## src/rtl/pico_io_pkg.sv

```systemverilog
// Shared constants and LFSR helpers for the PicoBlaze I/O hub.
package pico_io_pkg;

  // Port offsets relative to the hub base address.
  localparam logic [7:0] OFS_LED  = 8'd0;
  localparam logic [7:0] OFS_SW   = 8'd1;
  localparam logic [7:0] OFS_EVT  = 8'd2;
  localparam logic [7:0] OFS_TIME = 8'd3;
  localparam logic [7:0] OFS_TMOD = 8'd4;
  localparam logic [7:0] OFS_RND  = 8'd5;

  // Galois feedback mask and the value loaded in place of the all-zero lock-up state.
  localparam logic [7:0] LFSR_TAPS     = 8'hB8;
  localparam logic [7:0] LFSR_ZERO_SUB = 8'h01;

  // One right-shift step of the Galois LFSR.
  function automatic logic [7:0] lfsr_step(input logic [7:0] cur);
    logic [7:0] nxt;
    if (cur[0]) begin
      nxt = (cur >> 1) ^ LFSR_TAPS;
    end else begin
      nxt = cur >> 1;
    end
    return nxt;
  endfunction

  // Seed value actually loaded; zero would freeze the register forever.
  function automatic logic [7:0] lfsr_load(input logic [7:0] val);
    logic [7:0] res;
    if (val == 8'h00) begin
      res = LFSR_ZERO_SUB;
    end else begin
      res = val;
    end
    return res;
  endfunction

endpackage

```

## src/rtl/pico_io_hub_debounce_bit.sv

```systemverilog
// Single switch input: two-flop synchroniser followed by a stability counter.
module debounce_bit
  import pico_io_pkg::*;
#(
  parameter int DEBOUNCE_CYC = 250000
) (
  input  logic clk,
  input  logic rst,
  input  logic sw_in,
  output logic db_out
);

  localparam int            CW       = $clog2(DEBOUNCE_CYC);
  localparam logic [CW-1:0] CNT_LAST = CW'(DEBOUNCE_CYC - 1);

  logic          sync1_q, sync1_d;
  logic          sync2_q, sync2_d;
  logic          db_q, db_d;
  logic [CW-1:0] cnt_q, cnt_d;

  // Accept the synchronised level only after it has differed from the stable value long enough.
  always_comb begin
    sync1_d = sw_in;
    sync2_d = sync1_q;
    db_d    = db_q;
    cnt_d   = cnt_q;
    if (sync2_q == db_q) begin
      cnt_d = '0;
    end else if (cnt_q == CNT_LAST) begin
      db_d  = sync2_q;
      cnt_d = '0;
    end else begin
      cnt_d = cnt_q + CW'(1);
    end
  end

  // Synchroniser, stable level and counter registers; reset drops any partial count.
  always_ff @(posedge clk or posedge rst) begin
    if (rst) begin
      sync1_q <= 1'b0;
      sync2_q <= 1'b0;
      db_q    <= 1'b0;
      cnt_q   <= '0;
    end else begin
      sync1_q <= sync1_d;
      sync2_q <= sync2_d;
      db_q    <= db_d;
      cnt_q   <= cnt_d;
    end
  end

  assign db_out = db_q;

endmodule

```

## src/rtl/pico_io_hub.sv

```systemverilog
// PicoBlaze I/O hub: LED register, debounced switches, sticky press events,
// programmable-modulus time counter and reseedable LFSR on six ports.
module pico_io_hub
  import pico_io_pkg::*;
#(
  parameter int         SW_W         = 8,
  parameter int         DEBOUNCE_CYC = 250000,
  parameter logic [7:0] BASE_ADDR    = 8'hFA,
  parameter logic [7:0] TMOD_RST     = 8'd6,
  parameter logic [7:0] LFSR_SEED    = 8'h01
) (
  input  logic            clk,
  input  logic            rst,
  input  logic [7:0]      port_id,
  input  logic [7:0]      out_port,
  input  logic            write_strobe,
  input  logic            read_strobe,
  output logic [7:0]      in_port,
  input  logic [7:0]      ext_data_in,
  input  logic [SW_W-1:0] sw,
  output logic [7:0]      led,
  output logic            irq_evt
);

  logic [SW_W-1:0] sw_db_s;
  logic [7:0]      ofs_s;
  logic [7:0]      sw_db8_s, evt8_s;
  logic            wr_led_s, wr_tmod_s, wr_rnd_s, evt_clr_s;

  logic [7:0]      led_q, led_d;
  logic [7:0]      tmod_q, tmod_d;
  logic [7:0]      time_q, time_d;
  logic [7:0]      lfsr_q, lfsr_d;
  logic [7:0]      in_port_q, in_port_d;
  logic [SW_W-1:0] evt_q, evt_d;
  logic [SW_W-1:0] db_prev_q, db_prev_d;

  for (genvar gi = 0; gi < SW_W; gi++) begin : g_db
    debounce_bit #(
      .DEBOUNCE_CYC(DEBOUNCE_CYC)
    ) u_db (
      .clk   (clk),
      .rst   (rst),
      .sw_in (sw[gi]),
      .db_out(sw_db_s[gi])
    );
  end

  // Address decode: offset from the base wraps in 8 bits, so hits follow BASE_ADDR+k mod 256.
  always_comb begin
    ofs_s     = port_id - BASE_ADDR;
    wr_led_s  = write_strobe && (ofs_s == OFS_LED);
    wr_tmod_s = write_strobe && (ofs_s == OFS_TMOD);
    wr_rnd_s  = write_strobe && (ofs_s == OFS_RND);
    evt_clr_s = read_strobe && (ofs_s == OFS_EVT);
  end

  // Zero-extend the switch and event vectors to the 8-bit data bus.
  always_comb begin
    sw_db8_s = 8'h00;
    evt8_s   = 8'h00;
    for (int i = 0; i < SW_W; i++) begin
      sw_db8_s[i] = sw_db_s[i];
      evt8_s[i]   = evt_q[i];
    end
  end

  // Next-state for registers, events, timer, LFSR and the registered read mux.
  always_comb begin
    if (wr_led_s) begin
      led_d = out_port;
    end else begin
      led_d = led_q;
    end

    if (wr_tmod_s) begin
      tmod_d = out_port;
    end else begin
      tmod_d = tmod_q;
    end

    // Compare against the current modulus so a new TMOD only applies from the next cycle.
    if (time_q >= tmod_q) begin
      time_d = 8'h00;
    end else begin
      time_d = time_q + 8'd1;
    end

    if (wr_rnd_s) begin
      lfsr_d = lfsr_load(out_port);
    end else begin
      lfsr_d = lfsr_step(lfsr_q);
    end

    // A rising edge in the same cycle as a clear-on-read survives the clear.
    db_prev_d = sw_db_s;
    if (evt_clr_s) begin
      evt_d = sw_db_s & ~db_prev_q;
    end else begin
      evt_d = evt_q | (sw_db_s & ~db_prev_q);
    end

    // Read data is sampled every cycle; kcpsm3 holds port_id long enough for one-cycle latency.
    case (ofs_s)
      OFS_LED:  in_port_d = led_q;
      OFS_SW:   in_port_d = sw_db8_s;
      OFS_EVT:  in_port_d = evt8_s;
      OFS_TIME: in_port_d = time_q;
      OFS_TMOD: in_port_d = tmod_q;
      OFS_RND:  in_port_d = lfsr_q;
      default:  in_port_d = ext_data_in;
    endcase
  end

  // Hub state registers with asynchronous reset.
  always_ff @(posedge clk or posedge rst) begin
    if (rst) begin
      led_q     <= 8'h00;
      tmod_q    <= TMOD_RST;
      time_q    <= 8'h00;
      lfsr_q    <= LFSR_SEED;
      in_port_q <= 8'h00;
      evt_q     <= '0;
      db_prev_q <= '0;
    end else begin
      led_q     <= led_d;
      tmod_q    <= tmod_d;
      time_q    <= time_d;
      lfsr_q    <= lfsr_d;
      in_port_q <= in_port_d;
      evt_q     <= evt_d;
      db_prev_q <= db_prev_d;
    end
  end

  assign led     = led_q;
  assign in_port = in_port_q;
  assign irq_evt = |evt_q;

endmodule

```

## config.mk

```make
export PLATFORM = sky130hd
export DESIGN_NAME = pico_io_hub
export DESIGN_NICKNAME = d
export VERILOG_FILES = /design/src/rtl/pico_io_pkg.sv /design/src/rtl/pico_io_hub_debounce_bit.sv /design/src/rtl/pico_io_hub.sv
export SDC_FILE = /design/constraint.sdc
export NUM_CORES = 1
export LEC_CHECK = 0
export CAP_MARGIN = 20
export CORE_MARGIN = 1
export CORE_UTILIZATION = 55
export DETAILED_ROUTE_END_ITERATION = 8
export GPL_TIMING_DRIVEN = 1
export MAX_ROUTING_LAYER = met4
export PLACE_DENSITY_LB_ADDON = 0.1
export SKIP_CTS_REPAIR_TIMING = 1
export SLEW_MARGIN = 20
export SYNTH_ARGS = -nofsm -noshare
export SYNTH_HDL_FRONTEND = slang
export SYNTH_SLANG_ARGS = --single-unit
```

## constraint.sdc

```tcl
create_clock -name clk -period 7.91 [get_ports clk]
set_input_delay 2.373 -clock clk [delete_from_list [all_inputs] [get_ports clk]]
set_output_delay 2.373 -clock clk [all_outputs]
set_load 0.02 [all_outputs]
```

==> flow_summary.ini, run 1 <==
[route]
via_count = 7704
via_per_inst = 5.56
wl_um = 21600
drtPass1Iterations = 5
drt-initial-drc-count = 402
final_antenna_net_count = 0
routedWlPerCell_um = 15.6
drc_errors = 0

[finish]
drive_above_1_share_pct = 11.3
syn2layout_area_growth_pct = 15.6
regMostFlops = g_db.u_db.cnt_q
final_cell_mix = dfrtp_1, nor2_1, nand3_1
num_antenna_cells = 0
final_util_pct = 65.8
layout_commonest_cell = dfrtp_1
fill_cells = 1539
largest_reg_flops = 144
nNetsFinal = 1161

[synth]
synth.avg_cell_area_um2 = 10.4
synth-main-ff-cell = dfrtp_1
syn-num-nets = 1092
yosysSeqAreaShare_pct = 51.8
synth-seq-cells = 224
synth_cell_types = 51
synth_cells = 1038
synth_edf_count = 0
async_reset_ff_share_pct = 100
synth_area_um2 = 10800
synth.top_cell.area_share_pct = 51.1
yosys-top-cells-area = dfrtp_1, xnor2_1, mux2_2, nor2_1, xor2_1
synth_top_area_cell = dfrtp_1
yosys_warnings = 0

[clock_tree]
cts_sinks = 224
htreeDepth = 1
cts.path.max_buffers = 3
cts_tree = done
cts_made_buffers = 25
clk_pin_slew_ps = 60
cts-root-buf = clkbuf_16
clk_latency_ps = 510

[floorplanning]
start_util_pct = 56.9
io_pins = 53
die_w_um = 142
die_area_um2 = 20200
die_y_um = 142
core_area_um2 = 19000
rows = 50

[min_path]
hold_class = reg -> reg

[timing]
finalMaxSlewViolations = 0
finalHoldViolCount = 0
fin_setup_tns_ps = 0
fmax_ghz = 0.200
tightestPinTransition_ps = 917
rsz0062_at_grt = false
setup_viol = 0
min_period_ps = 5010
whs_ps = 347
fin_crit_sh_pct = 63.3
fin_worst_skew_ps = 11.8
slew_headroom_pct = 38.4

[grt]
antenna_found_initial = 0
grt.met2_usage_pct = 34.4
grt_pass1_vias = 7285
use_met1_pct = 32.3
top_usage_layer = met2
grt_pass1_wl_um = 36100
gr-total-overflow = 0
grtUsageTotal_pct = 22.7
grt_max_degree = 121
grt_use_met3_pct = 3.43

[critical_path]
arrival_ps = 5400
required_ps = 8300
startpoint_type = input port
worst-setup-path-type = in -> reg
cp-end-kind = flop
critPathMaxFanout = 14

[placed_design]
dp_hpwl_um = 14900
gp_congestion = 0.846
portBuffers = 52

[job]
drv_cap = 0

[outcome]
status = complete, no violations

[power_and_ir_drop]
vdd_ir_drop_max_uv = 167
power_density_nw_per_um2 = 211
p_leak_uw = 0.00520
[cell type report]
class | count | area, um^2 | share of cell area [%]
multi-input combinational | 734 | 4910 | 39.2
clock buffer | 32 | 662 | 5.29
clock inverter | 13 | 180 | 1.44
timing repair buffer | 62 | 608 | 4.86
tap | 260 | 325 | 2.60
inverter | 60 | 229 | 1.83
sequential | 224 | 5610 | 44.8
[power by group]
part	leakage [uW]	switching, uW	internal (uW)	total, uW
logic	0.00181	114	103	217
registers	0.00299	49.1	1200	1250
clock network	0.000403	458	723	1180
[kinds of logic after synthesis]
group / share of synthesized area, %
buf+inv: 2.90
mux: 5.98
flops: 51.8
simple gates: 21.9
compound gates: 5.65
xor+xnor: 9.70
fa+ha+maj: 2.08
[metrics by stage]
| stage | cell area [um^2] | power (uW) | std cells | setup slack, ps |
|---|---|---|---|---|
| 2_1_floorplan | 10800 | 1400 | 1038 | 2620 |
| 3_3_place_gp | 11700 | 1480 | 1340 | 2430 |
| 3_5_place_dp | 11700 | 1490 | 1340 | 2370 |
| 4_1_cts | 12500 | 2680 | 1385 | 2910 |
| 5_1_grt | 12500 | 2750 | 1385 | 2680 |
| 6_report | 12500 | 2650 | 1385 | 2900 |
[layer usage]
metal	share of wire, %	wire (um)
met5	0	0
met4	1.7	360
met3	3.1	676
met2	46	9950
met1	49	10600
[synth_stat cells (9+ instances only)]
master / instances
nand4_1: 42
inv_1: 60
and3_1: 19
nand3_1: 99
dfrtp_1: 221
nor4_1: 34
a21oi_1: 30
or4_1: 14
nand2_1: 39
or3_1: 14
mux2_2: 45
xnor2_1: 61
clkbuf_1: 14
ha_1: 18
xor2_1: 57
a211oi_1: 9
nor3_1: 20
o21ai_0: 15
nor2_1: 133
[critical path, stage by stage]
cell             delay (ps)
clkdlybuf4s50_1         800
inv_1                    90
ha_1                    360
nor2b_1                 510
nand3b_1                120
or4b_1                  740
mux2_4                  390
[worst paths after layout]
kind	start	to	slack [ps]	cells past startpoint
worst max-delay path	port_id[1]	tmod_q[0]$_DFFE_PP0P_	2900	7
worst min-delay path	g_db[3].u_db.sync1_q$_DFF_PP0_	g_db[3].u_db.sync2_q$_DFF_PP0_	350	0
worst max register to register	g_db[0].u_db.cnt_q[0]$_DFF_PP0_	g_db[0].u_db.cnt_q[8]$_DFF_PP0_	5710	5
worst min register to register	g_db[3].u_db.sync1_q$_DFF_PP0_	g_db[3].u_db.sync2_q$_DFF_PP0_	350	0
max in group asynchronous	rst	g_db[4].u_db.cnt_q[11]$_DFF_PP0_	4240	3
min in group asynchronous	rst	g_db[1].u_db.cnt_q[10]$_DFF_PP0_	2330	2
No activity file was read; power rests on OpenSTA's default activity.
==> run 2, diff against run 1 <==
Settings changed: CORE_UTILIZATION 55 to 60.
Clock period 7.91 ns to 4.8 ns, I/O delays scaled along.
==> flow_summary.ini, run 2 (synthesized netlist as in run 1, its figures left out) <==
[timing]
setup_viol = 0
fin_worst_skew_ps = 14.0
finalHoldViolCount = 0
worst_slack_ps = 1110
slew_headroom_pct = 37.7
fmax_ghz = 0.271
tightestPinTransition_ps = 925
fin_setup_tns_ps = 0
finalMaxSlewViolations = 0
fin_crit_sh_pct = 76.9
min_period_ps = 3690
rsz0062_at_grt = false

[placed_design]
place_worst_setup_slack_ps = 584
dp_hpwl_um = 14500
portBuffers = 52
gp_congestion = 0.874

[route]
via_per_inst = 5.73
drtPass1Iterations = 5
routedWlPerCell_um = 15.7
drc_errors = 0
drt-initial-drc-count = 404
wl_um = 21200
via_count = 7759
final_antenna_net_count = 0

[clock_tree]
clk_pin_slew_ps = 60
clk_latency_ps = 520
cts_made_buffers = 24
cts.path.max_buffers = 3
cts-root-buf = clkbuf_16
cts_sinks = 224
htreeDepth = 1
cts_tree = done

[critical_path]
worst_r2r_path_depth = 5
worst_r2r_endpoint = g_db[3].u_db.cnt_q[15]$_DFF_PP0_
required_ps = 5200
critPathMaxStageDelay_ps = 540
critPathMaxFanout = 32
critical_path.most_common_cell = buf_4
cp-end-kind = flop
cpMaxStageDelayCell = nor3_2
startpoint_type = input port
timing.rr.start = g_db[3].u_db.cnt_q[0]$_DFF_PP0_
worst-setup-path-type = in -> reg
crit_chain = clkdlybuf4s50_1 -> buf_4 -> inv_1 -> ha_1 -> xor2_2 -> buf_4 -> nand4_1 -> nor3_2 -> mux2_2
r2r_slack_ps = 2580
arrival_ps = 4090

[finish]
drive_above_1_share_pct = 11.3
largest_reg_flops = 144
num_antenna_cells = 0
nNetsFinal = 1165
regMostFlops = g_db.u_db.cnt_q
multi_input_area_um2 = 4900
syn2layout_area_growth_pct = 14.8
layout_commonest_cell = dfrtp_1
fill_cells = 1268
seq_area_um2 = 5610
final_cell_mix = dfrtp_1, nor2_1, nand3_1

[min_path]
min_path_cells = 0
worstHoldStart = g_db[3].u_db.sync1_q$_DFF_PP0_
min_to = g_db[3].u_db.sync2_q$_DFF_PP0_
hold_class = reg -> reg

[floorplanning]
io_pins = 53
rows = 48
core_area_um2 = 17500
die_area_um2 = 18600
die_w_um = 136
start_util_pct = 61.9
die_y_um = 136

[grt]
grt_pass1_vias = 7437
gr-total-overflow = 0
grtUsageTotal_pct = 24.7
grt_max_degree = 92
grt_pass1_wl_um = 36000
antenna_found_initial = 0

[job]
drv_cap = 0

[power_and_ir_drop]
power_density_nw_per_um2 = 333
p_leak_uw = 0.00520
vdd_ir_drop_max_uv = 297

[outcome]
status = complete, no violations
run 2: per-layer routing:
| metal | routed length, um | global-route usage (%) |
|---|---|---|
| met1 | 10300 | 35.3 |
| met4 | 370 | 5.12 |
| met2 | 9720 | 37.2 |
| met3 | 784 | 4.10 |
| met5 | 0 | - |
run 2: worst max path at each step:
stage / start / to / depth (start not counted)
final: port_id[1] / lfsr_q[2]$_DFF_PP0_ / 9
after global routing: port_id[1] / lfsr_q[2]$_DFF_PP0_ / 9
after CTS: port_id[1] / lfsr_q[4]$_DFF_PP0_ / 9
after detailed placement: port_id[1] / lfsr_q[4]$_DFF_PP0_ / 9
after global placement: port_id[1] / lfsr_q[6]$_DFF_PP0_ / 9
after floorplan: rst / db_prev_q[0]$_DFF_PP0_ / 1
run 2: where the power goes:
group / leakage [uW] / switching, uW / internal [uW]
Sequential: 0.00299 / 83.8 / 1980
Combinational: 0.00185 / 188 / 174
Clock: 0.000363 / 728 / 986
run 2: area by class of cell:
class	count	share of cell area [%]
inverter	60	1.84
clock inverter	8	0.433
timing repair buffer	67	5.40
multi-input combinational	734	39.4
tap	225	2.27
sequential	224	45.1
clock buffer	35	5.49
run 2: through the flow:
stage | power (uW) | area [um^2] | util (%) | cells | hold WS (ps)
final | 4140 | 12400 | 71.1 | 1353 | 346
after global placement | 2440 | 11700 | 66.9 | 1310 | 334
after global routing | 4310 | 12400 | 71.1 | 1353 | 350
after floorplan | 2310 | 10800 | - | 1038 | 331
after detailed placement | 2460 | 11700 | 66.9 | 1310 | 338
after CTS | 4190 | 12400 | 71.1 | 1353 | 350
run 2: worst max-delay path, delay by kind of cell:
family        cells  cell delay, ps
fa+ha+maj         1             240
xor+xnor          1             250
buf+inv           4            1050
mux               1             410
simple gates      2             690
